### config.mk
export PLATFORM = sky130hd
export DESIGN_NAME = conv_window_sched
export DESIGN_NICKNAME = d
export VERILOG_FILES = /design/src/rtl/conv_pkg.sv /design/src/rtl/conv_win_addr_gen.sv /design/src/rtl/conv_window_sched.sv
export SDC_FILE = /design/constraint.sdc
export NUM_CORES = 1
export LEC_CHECK = 0
export ABC_CLOCK_PERIOD_IN_PS = 7600
export BUFFER_PORTS_ARGS = -buffer_cell sky130_fd_sc_hd__buf_2
export CORE_UTILIZATION = 60
export DETAILED_ROUTE_END_ITERATION = 6
export GPL_TIMING_DRIVEN = 0
export PLACE_DENSITY = 0.85
export SLEW_MARGIN = 20
export SYNTH_ARGS = -nofsm -noshare
export SYNTH_HDL_FRONTEND = slang
export SYNTH_HIERARCHICAL = 1
export SYNTH_SLANG_ARGS = --single-unit
### constraint.sdc
create_clock -name clk -period 7.6 [get_ports clk]
set_clock_uncertainty 0.15 [all_clocks]
set_input_delay 0.76 -clock clk [delete_from_list [all_inputs] [get_ports clk]]
set_output_delay 0.76 -clock clk [all_outputs]
set_load 0.1 [all_outputs]
### src/rtl/conv_pkg.sv
// Shared types and constants for the 3x3 convolution window sequencer.
// Latency: n/a (types, constants and pure functions only).
// Backpressure: n/a.
package conv_pkg;

    localparam int KSIZE = 3;
    localparam int NTAPS = KSIZE * KSIZE;

    typedef enum logic [2:0] {
        S_IDLE,
        S_LOAD_K,
        S_FETCH,
        S_LAST,
        S_DRAIN,
        S_DONE
    } state_t;

    // Which address the generator produces this cycle
    typedef enum logic [1:0] {
        AM_NONE,
        AM_KER,
        AM_IMG
    } addr_mode_t;

    // Row-major tap k sits at (k / 3, k % 3) inside the window; 2 bits per tap, tap 0 in the LSBs
    localparam logic [2*NTAPS-1:0] TAP_ROW_OFS = {2'd2, 2'd2, 2'd2, 2'd1, 2'd1, 2'd1, 2'd0, 2'd0, 2'd0};
    localparam logic [2*NTAPS-1:0] TAP_COL_OFS = {2'd2, 2'd1, 2'd0, 2'd2, 2'd1, 2'd0, 2'd2, 2'd1, 2'd0};

    function automatic logic [1:0] tap_row(input logic [3:0] k);
        return TAP_ROW_OFS[2*k +: 2];
    endfunction

    function automatic logic [1:0] tap_col(input logic [3:0] k);
        return TAP_COL_OFS[2*k +: 2];
    endfunction

endpackage

### src/rtl/conv_win_addr_gen.sv
// Maps (window row, window col, tap, mode) to a word address for the kernel or image region.
// Latency: combinational.
// Backpressure: none; pure function of its inputs.
module conv_win_addr_gen
    import conv_pkg::*;
#(
    parameter int IMAGE_SIZE = 16,
    parameter int ADDR_SIZE  = 9,
    parameter int IMG_BASE   = 0,
    parameter int KER_BASE   = 256
) (
    input  logic [7:0]           row,
    input  logic [7:0]           col,
    input  logic [3:0]           tap,
    input  addr_mode_t           mode,
    output logic [ADDR_SIZE-1:0] addr
);

    logic [ADDR_SIZE-1:0] img_row;
    logic [ADDR_SIZE-1:0] img_col;

    // Address select; idle cycles park the bus at 0
    always_comb begin
        img_row = ADDR_SIZE'(row) + ADDR_SIZE'(tap_row(tap));
        img_col = ADDR_SIZE'(col) + ADDR_SIZE'(tap_col(tap));
        addr    = '0;
        case (mode)
            AM_KER:  addr = ADDR_SIZE'(KER_BASE) + ADDR_SIZE'(tap);
            AM_IMG:  addr = ADDR_SIZE'(IMG_BASE) + img_row * ADDR_SIZE'(IMAGE_SIZE) + img_col;
            default: addr = '0;
        endcase
    end

endmodule

### src/rtl/conv_window_sched.sv
// Loads 9 kernel weights once, then fetches one 3x3 window per output pixel in raster order and tags conv results.
// Latency: first win_valid 20 cycles after start, one window per 10 cycles; out_valid trails win_valid by CONV_LATENCY.
// Backpressure: none; fixed-latency memory reads and a valid-only result stream.
module conv_window_sched
    import conv_pkg::*;
#(
    parameter int IMAGE_SIZE   = 16,
    parameter int DATA_WIDTH   = 16,
    parameter int ADDR_SIZE    = 9,
    parameter int IMG_BASE     = 0,
    parameter int KER_BASE     = 256,
    parameter int CONV_LATENCY = 2
) (
    input  logic                        clk,
    input  logic                        rst,
    input  logic                        start,
    output logic                        busy,
    output logic                        done,
    output logic                        mem_rd_en,
    output logic [ADDR_SIZE-1:0]        mem_addr,
    input  logic [DATA_WIDTH-1:0]       mem_rdata,
    output logic [NTAPS*DATA_WIDTH-1:0] img_win,
    output logic [NTAPS*DATA_WIDTH-1:0] ker_w,
    output logic                        win_valid,
    output logic                        out_valid,
    output logic [7:0]                  out_row,
    output logic [7:0]                  out_col
);

    localparam int LAST_POS = IMAGE_SIZE - 3;

    state_t     state_q, state_d;
    addr_mode_t addr_mode;
    logic [7:0] r_q, c_q;
    logic [3:0] k_q;
    logic       last_tap, at_end, drain_empty;

    logic       rd_vld_q, rd_ker_q;
    logic [3:0] rd_tap_q;
    logic [NTAPS*DATA_WIDTH-1:0] shadow_q, img_win_q, ker_w_q;

    logic                           win_valid_q;
    logic [7:0]                     win_row_q, win_col_q;
    logic [CONV_LATENCY-1:0]        pipe_vld_q, pipe_inner;
    logic [CONV_LATENCY-1:0][7:0]   pipe_row_q, pipe_col_q;

    // State register
    always_ff @(posedge clk) begin
        if (rst) state_q <= S_IDLE;
        else     state_q <= state_d;
    end

    // Next-state and per-state outputs
    always_comb begin
        state_d    = state_q;
        mem_rd_en  = 1'b0;
        addr_mode  = AM_NONE;
        busy       = 1'b0;
        done       = 1'b0;
        last_tap   = (k_q == 4'(NTAPS - 1));
        at_end     = (r_q == 8'(LAST_POS)) && (c_q == 8'(LAST_POS));
        // The output stage may still hold the final result; DONE lands right after it
        pipe_inner = pipe_vld_q;
        pipe_inner[CONV_LATENCY-1] = 1'b0;
        drain_empty = !win_valid_q && (pipe_inner == '0);
        case (state_q)
            S_IDLE: begin
                if (start) state_d = S_LOAD_K;
            end
            S_LOAD_K: begin
                busy      = 1'b1;
                mem_rd_en = 1'b1;
                addr_mode = AM_KER;
                if (last_tap) state_d = S_FETCH;
            end
            S_FETCH: begin
                busy      = 1'b1;
                mem_rd_en = 1'b1;
                addr_mode = AM_IMG;
                if (last_tap) state_d = S_LAST;
            end
            S_LAST: begin
                busy    = 1'b1;
                state_d = at_end ? S_DRAIN : S_FETCH;
            end
            S_DRAIN: begin
                busy = 1'b1;
                if (drain_empty) state_d = S_DONE;
            end
            S_DONE: begin
                done    = 1'b1;
                state_d = S_IDLE;
            end
            default: state_d = S_IDLE;
        endcase
    end

    // Row/column/tap counters: tap steps every read cycle, position advances on LAST
    always_ff @(posedge clk) begin
        if (rst || state_q == S_IDLE) begin
            r_q <= '0;
            c_q <= '0;
            k_q <= '0;
        end else if (state_q == S_LOAD_K || state_q == S_FETCH) begin
            k_q <= last_tap ? 4'd0 : k_q + 4'd1;
        end else if (state_q == S_LAST && !at_end) begin
            if (c_q == 8'(LAST_POS)) begin
                c_q <= '0;
                r_q <= r_q + 8'd1;
            end else begin
                c_q <= c_q + 8'd1;
            end
        end
    end

    conv_win_addr_gen #(
        .IMAGE_SIZE (IMAGE_SIZE),
        .ADDR_SIZE  (ADDR_SIZE),
        .IMG_BASE   (IMG_BASE),
        .KER_BASE   (KER_BASE)
    ) u_addr_gen (
        .row  (r_q),
        .col  (c_q),
        .tap  (k_q),
        .mode (addr_mode),
        .addr (mem_addr)
    );

    // Capture read data one cycle after each read; publish the window on LAST including the in-flight tap 8
    always_ff @(posedge clk) begin
        if (rst) begin
            rd_vld_q  <= 1'b0;
            rd_ker_q  <= 1'b0;
            rd_tap_q  <= '0;
            ker_w_q   <= '0;
            shadow_q  <= '0;
            img_win_q <= '0;
        end else begin
            rd_vld_q <= mem_rd_en;
            rd_ker_q <= (state_q == S_LOAD_K);
            rd_tap_q <= k_q;
            if (rd_vld_q) begin
                if (rd_ker_q) ker_w_q[rd_tap_q*DATA_WIDTH +: DATA_WIDTH]  <= mem_rdata;
                else          shadow_q[rd_tap_q*DATA_WIDTH +: DATA_WIDTH] <= mem_rdata;
            end
            if (state_q == S_LAST)
                img_win_q <= {mem_rdata, shadow_q[(NTAPS-1)*DATA_WIDTH-1:0]};
        end
    end

    // Tag pipeline: win_valid and its position travel CONV_LATENCY stages alongside conv_block
    always_ff @(posedge clk) begin
        if (rst) begin
            win_valid_q <= 1'b0;
            win_row_q   <= '0;
            win_col_q   <= '0;
            pipe_vld_q  <= '0;
            pipe_row_q  <= '0;
            pipe_col_q  <= '0;
        end else begin
            win_valid_q <= (state_q == S_LAST);
            if (state_q == S_LAST) begin
                win_row_q <= r_q;
                win_col_q <= c_q;
            end
            pipe_vld_q[0] <= win_valid_q;
            pipe_row_q[0] <= win_row_q;
            pipe_col_q[0] <= win_col_q;
            for (int i = 1; i < CONV_LATENCY; i++) begin
                pipe_vld_q[i] <= pipe_vld_q[i-1];
                pipe_row_q[i] <= pipe_row_q[i-1];
                pipe_col_q[i] <= pipe_col_q[i-1];
            end
        end
    end

    assign img_win   = img_win_q;
    assign ker_w     = ker_w_q;
    assign win_valid = win_valid_q;
    assign out_valid = pipe_vld_q[CONV_LATENCY-1];
    assign out_row   = pipe_row_q[CONV_LATENCY-1];
    assign out_col   = pipe_col_q[CONV_LATENCY-1];

endmodule
* Word level (Yosys, flattened, before mapping)
Index checks and enable logic that the tools add are counted.
** Word-level totals
- Bits in registers :: 512
- Bits of input ports :: 19
- Output and inout bits :: 318
- Word-level logic and storage cells :: 77
** Cells by class
- Multiplexer cells :: 15
- $add $sub $neg :: 8
- Reductions and logical operators :: 15
- Bitwise logic cells :: 3
- Shifts and indexed selects :: 4
- Eq/ne operators :: 14
** Operators by type and width (count)
- $bwmux 144 :: 2
- $shift 16x34->144 const A :: 1
- $shiftx 16x34->144 :: 1
- $shiftx 18x6->2 const A :: 2
- $neg 8->34 :: 1
- $pmux 9 s2 :: 1
- $add 8x1->8 const B :: 2
- $eq 8x4->1 const B :: 2
- $mux 3 :: 5
- $pmux 3 s5 :: 1
- $add 8x2->9 :: 1
- $add 9x4->9 const A :: 1
- $add 9x9->9 :: 1
- $mux 8 :: 1
- $ne 2x2->1 const B :: 4
- $eq 3x2->1 const B :: 2
- $eq 3x3->1 const B :: 2
- $reduce_and 2->1 :: 3
- $add 5x2->5 :: 1
- $add 4x1->4 const B :: 1
- $eq 4x4->1 const B :: 1
- $mux 4 :: 1
- $pmux 2 s2 :: 1
- $reduce_and 4->1 :: 1
- other kinds (12) :: 20

* Depth between registers and ports, before layout
- Depth in word-level cells :: 5
- Gate-level depth with buffers :: 13
- Mapped depth without buffers :: 13

* Cells and area by module
Netlist, hierarchy kept.
** Modules (own cells, without submodules)
- conv_window_sched :: sequential area each 9929.5 um^2, area an instance 18049.8 um^2, times used 1, cells an instance 2061
- conv_win_addr_gen :: sequential area each 0.0 um^2, area an instance 589.3 um^2, times used 1, cells an instance 79

* Worst setup path before layout
Ideal clock, no wire load.
- Kind :: register to output
- Start point :: register k_q[1]
- End point :: output mem_addr[8]
- Cell stages (with the launch flop) :: 14
- Data required time :: 6.690 ns
- Data arrival time :: 3.768 ns
- Setup slack :: 2.922 ns
- Path buffers :: 0
- Path through :: dfxtp_1 > inv_1 > ha_1 > nand2_1 > o21ai_0 > inv_1 > fa_1 > inv_1 > ha_1 > o21ai_0 > nand2b_1 > a31oi_1 > xnor2_1 > o22ai_1
** On the way
- Word-level cells in the longest chain between the ends :: 4
** Ends and longest elaborated chain
- start, declared :: RTL line conv_window_sched.sv:35 : logic [3:0] k_q;
- start signal, assigned :: RTL line conv_window_sched.sv:105 : k_q <= last_tap ? 4'd0 : k_q + 4'd1;
- $shiftx 18x6->2, on equally long branches :: RTL line conv_pkg.sv:34, conv_pkg.sv:30
- $add 8x2->9 / $add 5x2->5 (equally long branches) :: RTL line conv_win_addr_gen.sv:25, conv_win_addr_gen.sv:24
- $add 9x9->9 :: RTL line conv_win_addr_gen.sv:29 : AM_IMG: addr = ADDR_SIZE'(IMG_BASE) + img_row * ADDR_SIZE'(IMAGE_SIZE) + img_col;
- $pmux 9 s2 (*) :: RTL line conv_win_addr_gen.sv:27 : case (mode)
- end, declared :: RTL line conv_window_sched.sv:20 : output logic [ADDR_SIZE-1:0] mem_addr,
Every way passes the cells marked *; elsewhere a longest branch is shown, timed or not.

* Worst setup path in the final report
Same ends and word-level chain as after synthesis.

==> flow_metrics.tcl <==
set metrics [dict create \
    status "finished clean" \
    ctsResizeCount 0 \
    synth_edf_count 0 \
    hpwl_mm 41.35 \
    ys_seq_elements 496 \
    fp-row-count 64 \
    synthFlopType "dfxtp_1" \
    clock_latency_ns 0.56 \
    worst_slew_pin_slew_ns 1.124 \
    endpoint_kind "output pin" \
    fin_crit_sh 0.6123 \
    yosysSeqAreaShare 0.5327 \
    stdcell_area_mm2 0.02250 \
    rsz0062_at_grt "false" \
    cp_max_fo 8 \
    cp_data_arrival_time_ns 3.74 \
    htreeDepth 2 \
    grt_pass1_wl_mm 86.13 \
    clk_path_buf_depth 3 \
    drt-initial-drc-count 1746 \
    final_cell_mix "dfxtp_1 (496), nand2_1 (479), buf_2 (362)" \
    port_buffers 335 \
    dp.cells 2871 \
    drc 0 \
    hold_viol 0 \
    relSlewSlack 0.2506 \
    cts_tree "built" \
    start_util 0.6093 \
    diodes 0 \
    drt-pass1-iter-count 6 \
    maxCapViolCount 0 \
    ant_nets 0 \
    post-route-min-period_ns 4.654 \
    io-pin-count 337 \
    areaGrowthSynthToFinish_pct 20.73 \
    core_region_area_mm2 0.03059 \
    final_common_cell "dfxtp_1" \
    synthesis.nets 2183 \
    via_per_inst 5.821 \
    grt_max_degree 17 \
    cts_buffers 48 \
    fin_cells 2958 \
    drv_slew 0 \
    netlist_area_mm2 0.01864 \
    cp.required_ns 6.69 \
    ys_warn_count 6 \
    place_area_mm2 0.02081 \
    grt-ovfl-total 0 \
    num_vias 17220 \
    wl_mm 58.40 \
    cp-start-kind "register" \
    async_flop_share 0 \
    total_leakage_power_uw 0.009159 \
    synth_cell_types 67 \
    drive_above_1_share 0.1956 \
    cts-root-buf "clkbuf_16" \
    die_w_um 178.3 \
    setup_viol 0 \
    grt_usage 0.3540 \
    die_y_um 178.3 \
    syn_inst 2140 \
    vdd_drop_max_uv 201.5 \
    critical_path_class "reg2out" \
    fmax_mhz 214.9 \
    cts.clk_slew.worst_paths_ns 0.06 \
    post_cts_buffers 0 \
    synth.avg_cell_area_um2 8.710 \
    postCtsHoldBufs 0 \
    grt_pass1_vias 15690 \
    die_area_mm2 0.03177 \
    fill_cells 2271 \
    routabilityCongestion 0.9327 \
    antenna_found_initial 2 \
    fin_nets 2568 \
    power.density_mw_per_mm2 262.6 \
    final.setup.tns_ns 0 \
    finalPower_uw 5910 \
    cts.sinks 496 \
    hold_class "reg2reg" \
    wl_per_cell_um 19.74 \
]
==> cells by family (layout without fill, tap and decap cells) <==
| family | after synthesis | in the layout | share of synthesized area |
|---|---|---|---|
| AO/OA/AOI/OAI | 434 | 434 | 0.1318 |
| XOR/XNOR | 27 | 27 | 0.01309 |
| adder cells (fa/ha/maj) | 24 | 24 | 0.01692 |
| buffers and inverters | 205 | 627 | 0.04954 |
| flip-flops | 496 | 496 | 0.5327 |
| multiplexers | 74 | 74 | 0.03981 |
| AND/OR/NAND/NOR | 880 | 880 | 0.2162 |
==> routing by layer <==
layer	up-vias	global-route usage	routed length, um
li1	7931	-	-
met1	8114	0.4516	23050
met2	974	0.5652	26300
met3	197	0.07822	6058
met4	2	0.1766	2969
met5	-	0	16
==> Yosys cell counts (25+ instances only) <==
| library cell | instances | share of area |
|---|---|---|
| buf_2 | 27 | 0.0072 |
| o21ai_0 | 55 | 0.015 |
| nand3_1 | 111 | 0.030 |
| dfxtp_1 | 496 | 0.53 |
| clkbuf_1 | 125 | 0.025 |
| and2_1 | 25 | 0.0084 |
| nand3b_1 | 39 | 0.016 |
| a21oi_1 | 297 | 0.080 |
| nor2_1 | 123 | 0.025 |
| nor2b_1 | 40 | 0.013 |
| buf_4 | 25 | 0.010 |
| nand2_1 | 479 | 0.096 |
| mux2i_1 | 73 | 0.039 |
==> through the flow <==
stage	worst slack, ns	hold slack [ns]	utilization
global placement	3.631	0.2754	0.6803
detailed placement	3.559	0.2777	0.6803
floorplan	2.922	0.2638	-
finish	2.946	0.2897	0.7356
CTS	2.956	0.2934	0.7356
global route	2.688	0.3021	0.7356
==> power by group <==
part / internal (uW) / leakage [uW] / total (uW) / switching, uW
Clock: 1500 / 0.000806 / 2520 / 1020
Sequential: 2660 / 0.00400 / 2690 / 30.6
Combinational: 166 / 0.00436 / 700 / 533
Total: 4320 / 0.00916 / 5910 / 1590
==> critical path, stage by stage (launching register included) <==
cell and delay [ns]:
dfxtp_1 0.41, inv_1 0.15, ha_1 0.18, nand2_1 0.05, o21ai_0 0.25, inv_1 0.10
fa_1 0.51, inv_1 0.06, ha_1 0.31, o21ai_0 0.18, nand2b_1 0.11, a31oi_1 0.20
xnor2_1 0.12, o22ai_1 0.11, buf_2 0.44
==> area by class of cell <==
class / count / area, um2 / area share
well taps: 396 / 495.5 / 0.02202
inverters: 23 / 86.33 / 0.003837
multi-input cells: 1439 / 7786 / 0.3460
flip-flops and latches: 496 / 9930 / 0.4413
clock inverters: 21 / 290.3 / 0.01290
clock buffers: 66 / 1401 / 0.06227
repair buffers: 335 / 1677 / 0.07451
plain buffers: 182 / 837.1 / 0.03720
==> registers in the layout, summed over array words and instances, names as in the netlist <==
name / count
k_q: 4
pipe_col_q: 8
shadow_q: 128
out_row: 8
ker_w: 144
pipe_row_q: 8
rd_ker_q: 1
pipe_vld_q: 2
r_q: 8
img_win: 144
rd_vld_q: 1
win_row_q: 8
c_q: 8
win_col_q: 8
rd_tap_q: 4
win_valid: 1
state_q: 3
out_col: 8
==> final timing paths <==
path | startpoint | end | slack (ns) | cells past startpoint
worst max-delay path | k_q[1]$_SDFFE_PP0N_ | mem_addr[8] | 2.95 | 14
worst min-delay path | pipe_row_q[7]$_SDFF_PP0_ | out_row[7]$_SDFF_PP0_ | 0.29 | 1
worst max register to register | state_q[1]$_SDFFE_PP0P_ | img_win[115]$_SDFFE_PP0P_ | 4.55 | 7
worst min register to register | pipe_row_q[7]$_SDFF_PP0_ | out_row[7]$_SDFF_PP0_ | 0.29 | 1
Power figures use the tool's default switching activity.
